===== src/rtl/serial_slave_port.sv =====
// serial_slave_port: slave-side responder of the serial master/slave bus.
// Deserialises an MSB-first address (and write data) from the granted master,
// writes to or reads from a local register memory, and serialises read data
// back with bus_ready flow control.
// Optional feature macro: SLAVE_WAIT_STATES_EN inserts WAIT_CYCLES read wait
// states between READ and TX.
module serial_slave_port #(
  parameter int unsigned ADDR_WIDTH  = 6,
  parameter int unsigned DATA_WIDTH  = 8,
  parameter int unsigned WAIT_CYCLES = 16
) (
  input  logic clk,
  input  logic reset,
  input  logic address,
  input  logic data,
  input  logic valid,
  input  logic write_en,
  input  logic bus_ready,
  output logic ready,
  output logic data_out,
  output logic valid_out
);

  localparam int unsigned DEPTH = 1 << ADDR_WIDTH;
  localparam int unsigned MAX_W = (ADDR_WIDTH > DATA_WIDTH) ? ADDR_WIDTH : DATA_WIDTH;
  localparam int unsigned CNT_W = $clog2(MAX_W) + 1;

  localparam logic [2:0] S_IDLE    = 3'd0;
  localparam logic [2:0] S_RX_ADDR = 3'd1;
  localparam logic [2:0] S_RX_DATA = 3'd2;
  localparam logic [2:0] S_WRITE   = 3'd3;
  localparam logic [2:0] S_READ    = 3'd4;
  localparam logic [2:0] S_TX      = 3'd5;
`ifdef SLAVE_WAIT_STATES_EN
  localparam logic [2:0] S_WAIT    = 3'd6;
  localparam int unsigned WAIT_W   = $clog2(WAIT_CYCLES + 1);
`endif

  logic [2:0]            state, state_n;
  logic [CNT_W-1:0]      cnt, cnt_n;
  logic [ADDR_WIDTH-1:0] addr, addr_n;
  logic [DATA_WIDTH-1:0] shift, shift_n;
  logic                  op_wr, op_wr_n;
  logic                  ready_n, data_out_n, valid_out_n;
  logic                  beat;
  logic [DATA_WIDTH-1:0] rd_word;
  logic [DATA_WIDTH-1:0] mem [DEPTH];
`ifdef SLAVE_WAIT_STATES_EN
  logic [WAIT_W-1:0]     wcnt, wcnt_n;
`else
  // WAIT_CYCLES only shapes the design when wait states are compiled in.
  if (WAIT_CYCLES == 0) begin : g_wait_cycles_unused
  end
`endif

  assign beat    = valid && bus_ready;
  assign rd_word = mem[addr];

  // Next-state, shift-register and output decode.
  always_comb begin
    state_n     = state;
    cnt_n       = cnt;
    addr_n      = addr;
    shift_n     = shift;
    op_wr_n     = op_wr;
    data_out_n  = data_out;
    valid_out_n = 1'b0;
`ifdef SLAVE_WAIT_STATES_EN
    wcnt_n      = wcnt;
`endif
    case (state)
      S_IDLE: begin
        if (beat) begin
          addr_n  = {addr[ADDR_WIDTH-2:0], address};
          op_wr_n = write_en;
          state_n = S_RX_ADDR;
        end
      end
      S_RX_ADDR: begin
        // Reads settle the full address for one cycle before the lookup.
        if (cnt == CNT_W'(ADDR_WIDTH - 1)) begin
          state_n = S_READ;
        end else if (beat) begin
          addr_n = {addr[ADDR_WIDTH-2:0], address};
          if (op_wr && (cnt == CNT_W'(ADDR_WIDTH - 2))) begin
            state_n = S_RX_DATA;
          end else begin
            cnt_n = cnt + 1'b1;
          end
        end
      end
      S_RX_DATA: begin
        if (cnt == CNT_W'(DATA_WIDTH)) begin
          state_n = S_WRITE;
        end else if (beat) begin
          shift_n = {shift[DATA_WIDTH-2:0], data};
          cnt_n   = cnt + 1'b1;
        end
      end
      S_WRITE: begin
        state_n = S_IDLE;
      end
      S_READ: begin
`ifdef SLAVE_WAIT_STATES_EN
        shift_n = rd_word;
        wcnt_n  = WAIT_W'(WAIT_CYCLES - 1);
        state_n = S_WAIT;
`else
        data_out_n  = rd_word[DATA_WIDTH-1];
        shift_n     = {rd_word[DATA_WIDTH-2:0], 1'b0};
        valid_out_n = 1'b1;
        state_n     = S_TX;
`endif
      end
`ifdef SLAVE_WAIT_STATES_EN
      S_WAIT: begin
        if (wcnt == '0) begin
          data_out_n  = shift[DATA_WIDTH-1];
          shift_n     = {shift[DATA_WIDTH-2:0], 1'b0};
          valid_out_n = 1'b1;
          state_n     = S_TX;
        end else begin
          wcnt_n = wcnt - 1'b1;
        end
      end
`endif
      S_TX: begin
        // cnt counts bits presented beyond the first; a bit presented while
        // bus_ready was low was not taken and is re-presented unchanged.
        if (bus_ready) begin
          if (valid_out) begin
            if (cnt == CNT_W'(DATA_WIDTH - 1)) begin
              state_n = S_IDLE;
            end else begin
              data_out_n  = shift[DATA_WIDTH-1];
              shift_n     = {shift[DATA_WIDTH-2:0], 1'b0};
              valid_out_n = 1'b1;
              cnt_n       = cnt + 1'b1;
            end
          end else begin
            valid_out_n = 1'b1;
          end
        end
      end
      default: begin
        state_n = S_IDLE;
      end
    endcase
    if (state_n != state) begin
      cnt_n = '0;
    end
    ready_n = (state_n == S_IDLE);
  end

  // State, datapath and registered outputs.
  always_ff @(posedge clk or negedge reset) begin
    if (!reset) begin
      state     <= S_IDLE;
      cnt       <= '0;
      addr      <= '0;
      shift     <= '0;
      op_wr     <= 1'b0;
      ready     <= 1'b1;
      data_out  <= 1'b0;
      valid_out <= 1'b0;
`ifdef SLAVE_WAIT_STATES_EN
      wcnt      <= '0;
`endif
    end else begin
      state     <= state_n;
      cnt       <= cnt_n;
      addr      <= addr_n;
      shift     <= shift_n;
      op_wr     <= op_wr_n;
      ready     <= ready_n;
      data_out  <= data_out_n;
      valid_out <= valid_out_n;
`ifdef SLAVE_WAIT_STATES_EN
      wcnt      <= wcnt_n;
`endif
    end
  end

  // Register memory; contents are intentionally left unreset.
  always_ff @(posedge clk) begin
    if (state == S_WRITE) begin
      mem[addr] <= shift;
    end
  end

endmodule


===== config.mk =====
export PLATFORM = sky130hd
export DESIGN_NAME = serial_slave_port
export DESIGN_NICKNAME = d
export VERILOG_FILES = /design/src/rtl/serial_slave_port.sv
export SDC_FILE = /design/constraint.sdc
export NUM_CORES = 1
export LEC_CHECK = 0
export CAP_MARGIN = 10
export CORE_MARGIN = 2
export CORE_UTILIZATION = 51
export CTS_BUF_LIST = sky130_fd_sc_hd__clkbuf_2
export DETAILED_ROUTE_END_ITERATION = 6
export GPL_ROUTABILITY_DRIVEN = 1
export HOLD_SLACK_MARGIN = 0.06
export PLACE_DENSITY = 0.67
export SKIP_LAST_GASP = 1
export SYNTH_ARGS = -nofsm -noshare
export SYNTH_HDL_FRONTEND = slang
export SYNTH_SLANG_ARGS = --single-unit

===== constraint.sdc =====
create_clock -name clk -period 3.3 [get_ports clk]
set_clock_uncertainty 0.1 [all_clocks]
set_input_delay 0.66 -clock clk [delete_from_list [all_inputs] [get_ports clk]]
set_output_delay 0.66 -clock clk [all_outputs]
set_load 0.005 [all_outputs]

==> results of run 1 <==
[final timing paths]
check | cells after the start | end | startpoint
hold / removal | 3 | valid_out$_DFF_PN0_ | bus_ready
hold reg to reg | 0 | mem[35][0]$_DFFE_PP_ | shift[0]$_DFFE_PN0P_
min in group asynchronous | 2 | shift[6]$_DFFE_PN0P_ | reset
setup reg to reg | 6 | mem[14][7]$_DFFE_PP_ | addr[1]$_DFFE_PN0P_
max in group asynchronous | 3 | ready$_DFF_PN1_ | reset
setup / recovery | 6 | mem[14][7]$_DFFE_PP_ | addr[1]$_DFFE_PN0P_
[layer usage]
layer / GRT usage / vias to the layer above
met2: 0.399 / 787
met1: 0.358 / 6468
met5: 0 / -
li1: - / 5470
met4: 0.123 / 0
met3: 0.0606 / 153
[placed cells by master (no fill, tap or decap), types with 15 or more instances in the layout]
cell type | Yosys | routed
a21oi_1 | 51 | 51
a221oi_1 | 30 | 30
a22oi_1 | 37 | 37
buf_4 | 16 | 133
clkbuf_2 | 0 | 197
clkinv_1 | 0 | 19
edfxtp_1 | 512 | 512
mux2_2 | 46 | 46
mux2i_1 | 50 | 50
mux4_2 | 49 | 49
nand2_1 | 32 | 32
nor2_1 | 104 | 104
nor2b_1 | 15 | 15
o21ai_0 | 35 | 35
[state kept, by name (all words and copies together) (netlist names)]
name and cells:
valid_out 1, ready 1, cnt 4, addr 6, mem 512, op_wr 1, state 3, data_out 1
shift 8
[layout make-up]
cell class,instances,area [um^2],area share
antenna,1,2.50,0.000103
clock buffer,197,986,0.0407
clock inverter,31,171,0.00708
inverter,8,30.0,0.00124
multi-input combinational,609,5050,0.208
sequential,537,16000,0.661
tap,539,674,0.0278
timing repair buffer,154,1290,0.0532
[worst min-delay path, cell delays in order]
cell and delay [ns]:
clkdlybuf4s50_1 0.52, nand2_1 0.10, a21oi_1 0.06
[logic make-up after synthesis]
family                     after synthesis  share of synthesized area
and+or+nand+nor                        216                     0.0480
AOI/OAI and AO/OA                      233                     0.0752
DFF                                    537                      0.743
xor gates and xnor gates                 4                    0.00163
muxes                                  153                      0.108
buffers and inverters                   87                     0.0232
adders and majority gates                3                    0.00174
[report_power, final]
part / leakage, uW / switching (uW) / internal [uW]
clock network: 0.000918 / 2580 / 1740
registers: 0.00581 / 524 / 7760
logic: 0.00237 / 2780 / 1720
total: 0.00909 / 5880 / 11200
[repair_timing]
item                      4_1_cts  5_1_grt
resized for setup               0        0
hold buffers                    4        0
hold endpoints to repair       18        0
[metrics by stage]
step                hold slack [ns]  total power, uW  std cells  instance area [um^2]  worst slack, ns
finish                        0.217            17100       2076                 24200            0.257
global placement              0.445            12800       1842                 23000            0.362
floorplan                     0.264            11000       1233                 21500            0.892
detailed placement            0.457            12800       1843                 23000            0.335
CTS                           0.134            17100       2075                 24200            0.337
global route                  0.199            17700       2076                 24200            0.254
==> run summary, run 1 <==
EDFF count, synth: 512
Worst-path clk slew: 0.11 ns
Drt total wl: 56100 um
PortBufs: 9
Cell accounting for the most synthesized area: edfxtp_1
CTS Buffer Depth: 3
Min-delay worst type: in -> reg
Crit path max-delay cell type: dfrtp_4
Final Slew Violations: 0
RSZ-0062 raised after global routing: false
Top-count cell post-synth: edfxtp_1
Cell family with most CP delay: simple AND/OR/NAND/NOR gates
Post-route setup TNS: 0 ns
Cells after synthesis: 1233
Startpoint Class: flip-flop
Crit Path Max Fanout: 29
CTS tree: built
Post-layout util: 0.579
Post-synthesis area per instance: 17.5 um^2
Core ar.: 41900 um^2
Largest net degree at the start of global routing: 60
Ratio of cells with drive above 1 in the final layout: 0.306
Final Hold Fails: 0
FFs w/ async S/R, synth: 0.0466
Vias in the first global route: 12900
Dpl hpwl: 35000 um
Die Area: 43900 um^2
Setup bufs post-CTS: 0
Num CTS Buffers: 137
Crit-path cells: and2_1 -> buf_4 -> nand4b_1 -> buf_4 -> nor2_1 -> buf_4
FILL cells: 3207
CTS Sinks: 537
Htree depth: 4
Drc violations: 0
Mapped Nets: 1243
Final ANT Viol Nets: 0
Count of final setup violators: 0
GP Congestion: 0.906
WL/cell: 27.0 um
Grt ovf: 0
Crit path required time: 3.98 ns
Cell Rows: 75
Netlist cell types: 70
Initial Utilization: 0.515
Worst path max stage delay: 0.81 ns
DR vias: 12900
Initial antenna violation count: 1
Peak supply drop: 323 uV
Die X: 210 um
Syn-to-layout area delta: 12.4%
Die Y: 210 um
Crit-path most repeated cell: buf_4
Clock Latency Late Sink: 1.11 ns
Fin crit period: 3.04 ns
DRT iter0 DRCs: 1719
First-pass GRT wire length: 82700 um
DR WL met3: 5590 um
Yosys top cell area share: 0.713
M1 wire length: 22200 um
Fin nets: 1457
Reg2reg setup slack: 0.26 ns
DRT Pass-1 Iters: 7
Yosys reg bits: 537
# IOs: 10
Lkg Pwr: 0.00909 uW
Synth top cells by count: edfxtp_1 (512), nor2_1 (104), a21oi_1 (51)
Most used DFF post-synth: edfxtp_1
Fmax: 329 MHz
Category of the most critical setup path: reg -> reg
Top post-synthesis cells by area: edfxtp_1 (71%), mux4_2 (5.1%), dfrtp_1 (2.8%)
Power Dens Cells: 706 nW/um^2
Routed wl met2: 26100 um
Crit path DAT: 3.73 ns
Mapped cell area: 21500 um^2
Period utilization: 0.922
Root Driver: clkbuf_2
Sequential share of the synthesized area: 0.743
WP buf/inv: 3
Max-cap violations: 0
Slew margin rel.: 0.350
Synth warnings: 0
GRT Total Usage: 0.260
Endpoint class of the critical path: flip-flop
Worst Max-Slew Pin Slew: 0.972 ns
Outcome: complete, no violations
DR vias/cell: 6.20
Max Used Layer: met4
Power figures use the tool's default switching activity.
==> inputs of run 2 (changes only) <==
--- a/config.mk
+++ b/config.mk
@@ -17,3 +17,4 @@
 export SYNTH_ARGS = -nofsm -noshare
 export SYNTH_HDL_FRONTEND = slang
 export SYNTH_SLANG_ARGS = --single-unit
+export TNS_END_PERCENT = 50
==> constraint.sdc (replaced) <==
create_clock -name clk -period 3.2 [get_ports clk]
set_clock_uncertainty 0.1 [all_clocks]
set_input_delay 0.64 -clock clk [delete_from_list [all_inputs] [get_ports clk]]
set_output_delay 0.64 -clock clk [all_outputs]
set_load 0.005 [all_outputs]
==> run 2 against run 1 <==
Critical endpoint is now shift[5]$_DFFE_PN0P_. Clock-buffer cell count grew 7. Largest power group unchanged. Clock power grew 13%. Via count shrank 1.6%.
==> run summary, run 2 (same netlist as run 1, synthesis figures left out) <==
Outcome: complete, no violations
Count of final setup violators: 0
Switching share of power: 0.337
Max-cap violations: 0
Fin nets: 1450
Reg with most FFs: mem
Core ar.: 41900 um^2
DR vias/cell: 6.08
Dpl hpwl: 34200 um
Post-CTS Resized: 0
RSZ-0062 raised after global routing: false
WL/cell: 26.4 um
Ratio of cells with drive above 1 in the final layout: 0.310
Internal Pwr Total: 11900 uW
Syn-to-layout area delta: 12.9%
Initial antenna violation count: 2
Crit path DAT: 3.83 ns
Largest net degree at the start of global routing: 44
Power Dens Cells: 736 nW/um^2
Die Y: 210 um
Combinational power share: 0.253
Grt ovf: 0
Post-layout util: 0.582
Final ANT Viol Nets: 0
Cell Rows: 75
Commonest non-fill, non-tap cell in the layout: edfxtp_1
Period utilization: 0.920
CTS tree: built
Die Area: 43900 um^2
CTS Sinks: 537
Min-delay worst type: in -> reg
Flop pwr share: 0.475
Crit-path cells: buf_4 -> mux2_2 -> a221oi_1 -> nor2_1 -> o21ai_0 -> and3_1 -> a31oi_1
PortBufs: 9
GP Congestion: 0.871
Slew margin rel.: 0.338
Commonest non-fill, non-tap cells in the layout: edfxtp_1 (512), clkbuf_2 (204), buf_4 (130), nor2_1 (104), a21oi_1 (51)
Fmax: 340 MHz
DRT iter0 DRCs: 1646
Largest register FFs: 512
Regs by FF count: mem (512), shift (8), addr (6)
Design area: 24300 um^2
Num CTS Buffers: 135
Worst Max-Slew Pin Slew: 0.985 ns
# IOs: 10
Drt total wl: 54900 um
Drc violations: 0
Post-Place Cell Area: 23000 um^2
Setup bufs post-CTS: 0
Final Slew Violations: 0
Clock power share: 0.272
Fin crit period: 2.94 ns
Crit path required time: 4.09 ns
Peak supply drop: 326 uV
Startpoint Class: flip-flop
Net load switching power: 6030 uW
DR vias: 12700
CTS Buffer Depth: 3
First-pass GRT wire length: 81200 um
GRT Total Usage: 0.257
Root Driver: clkbuf_2
DRT Pass-1 Iters: 5
Category of the most critical setup path: reg -> reg
Vias in the first global route: 12900
Post-route setup TNS: 0 ns
Htree depth: 4
Worst path max stage delay: 0.73 ns
Hold_ws: 0.207 ns
Final Hold Fails: 0
Initial Utilization: 0.515
Clock Latency Late Sink: 1.14 ns
Endpoint class of the critical path: flip-flop
Crit path max-delay cell type: dfrtp_4
Die X: 210 um
Crit Path Max Fanout: 28
Lkg Pwr: 0.00914 uW
Worst-path clk slew: 0.09 ns
## run 2: power groups by stage
stage                     combinational [uW]  clock [uW]  sequential, uW
after CTS                               4460        4990            8510
after detailed placement                4440           0            8660
after global routing                    4750        5320            8540
after floorplan                         3000           0            8360
final                                   4530        4880            8510
after global placement                  4400           0            8640
## run 2: worst max-delay path: cells and delay by family, from the launching register on
kind	cells	cell delay, ns
flops	1	0.73
compound gates	3	0.97
mux	1	0.36
buf+inv	1	0.31
simple gates	2	0.34
## run 2: final cells by class
cell class / instances / area [um^2]
clock buffer: 204 / 1020
tap: 539 / 674
timing repair buffer: 149 / 1230
fill: 3182 / 17500
antenna: 1 / 2.50
clock inverter: 36 / 314
inverter: 8 / 30.0
multi-input combinational: 609 / 5050
sequential: 537 / 16000
## run 2: metrics by stage
stage	worst slack, ns	std cells	power [uW]
after floorplan	0.792	1233	11400
final	0.256	2083	17900
after CTS	0.262	2082	18000
after global placement	0.319	1838	13000
after detailed placement	0.317	1838	13100
after global routing	0.227	2083	18600
## run 2: final timing paths
path	cells after the start	endpoint	startpoint	slack [ns]
min	3	valid_out$_DFF_PN0_	bus_ready	0.21
min reg2reg	2	cnt[3]$_DFFE_PN0P_	cnt[3]$_DFFE_PN0P_	0.49
max in group asynchronous	3	ready$_DFF_PN1_	reset	1.69
min in group asynchronous	2	shift[2]$_DFFE_PN0P_	reset	0.48
max	7	shift[5]$_DFFE_PN0P_	addr[2]$_DFFE_PN0P_	0.26
max reg2reg	7	shift[5]$_DFFE_PN0P_	addr[2]$_DFFE_PN0P_	0.26
## run 2: timing repair
action,CTS,global route
endpoints found under the setup margin,0,0
endpoints found under the hold margin,18,0
hold buffers,4,0
## run 2: layer usage
metal,up-vias,global-route usage,part of all wire
li1,5458,-,-
met1,6387,0.342,0.39
met2,675,0.393,0.47
met3,152,0.0757,0.10
met4,2,0.122,0.040
met5,-,0,0.00016
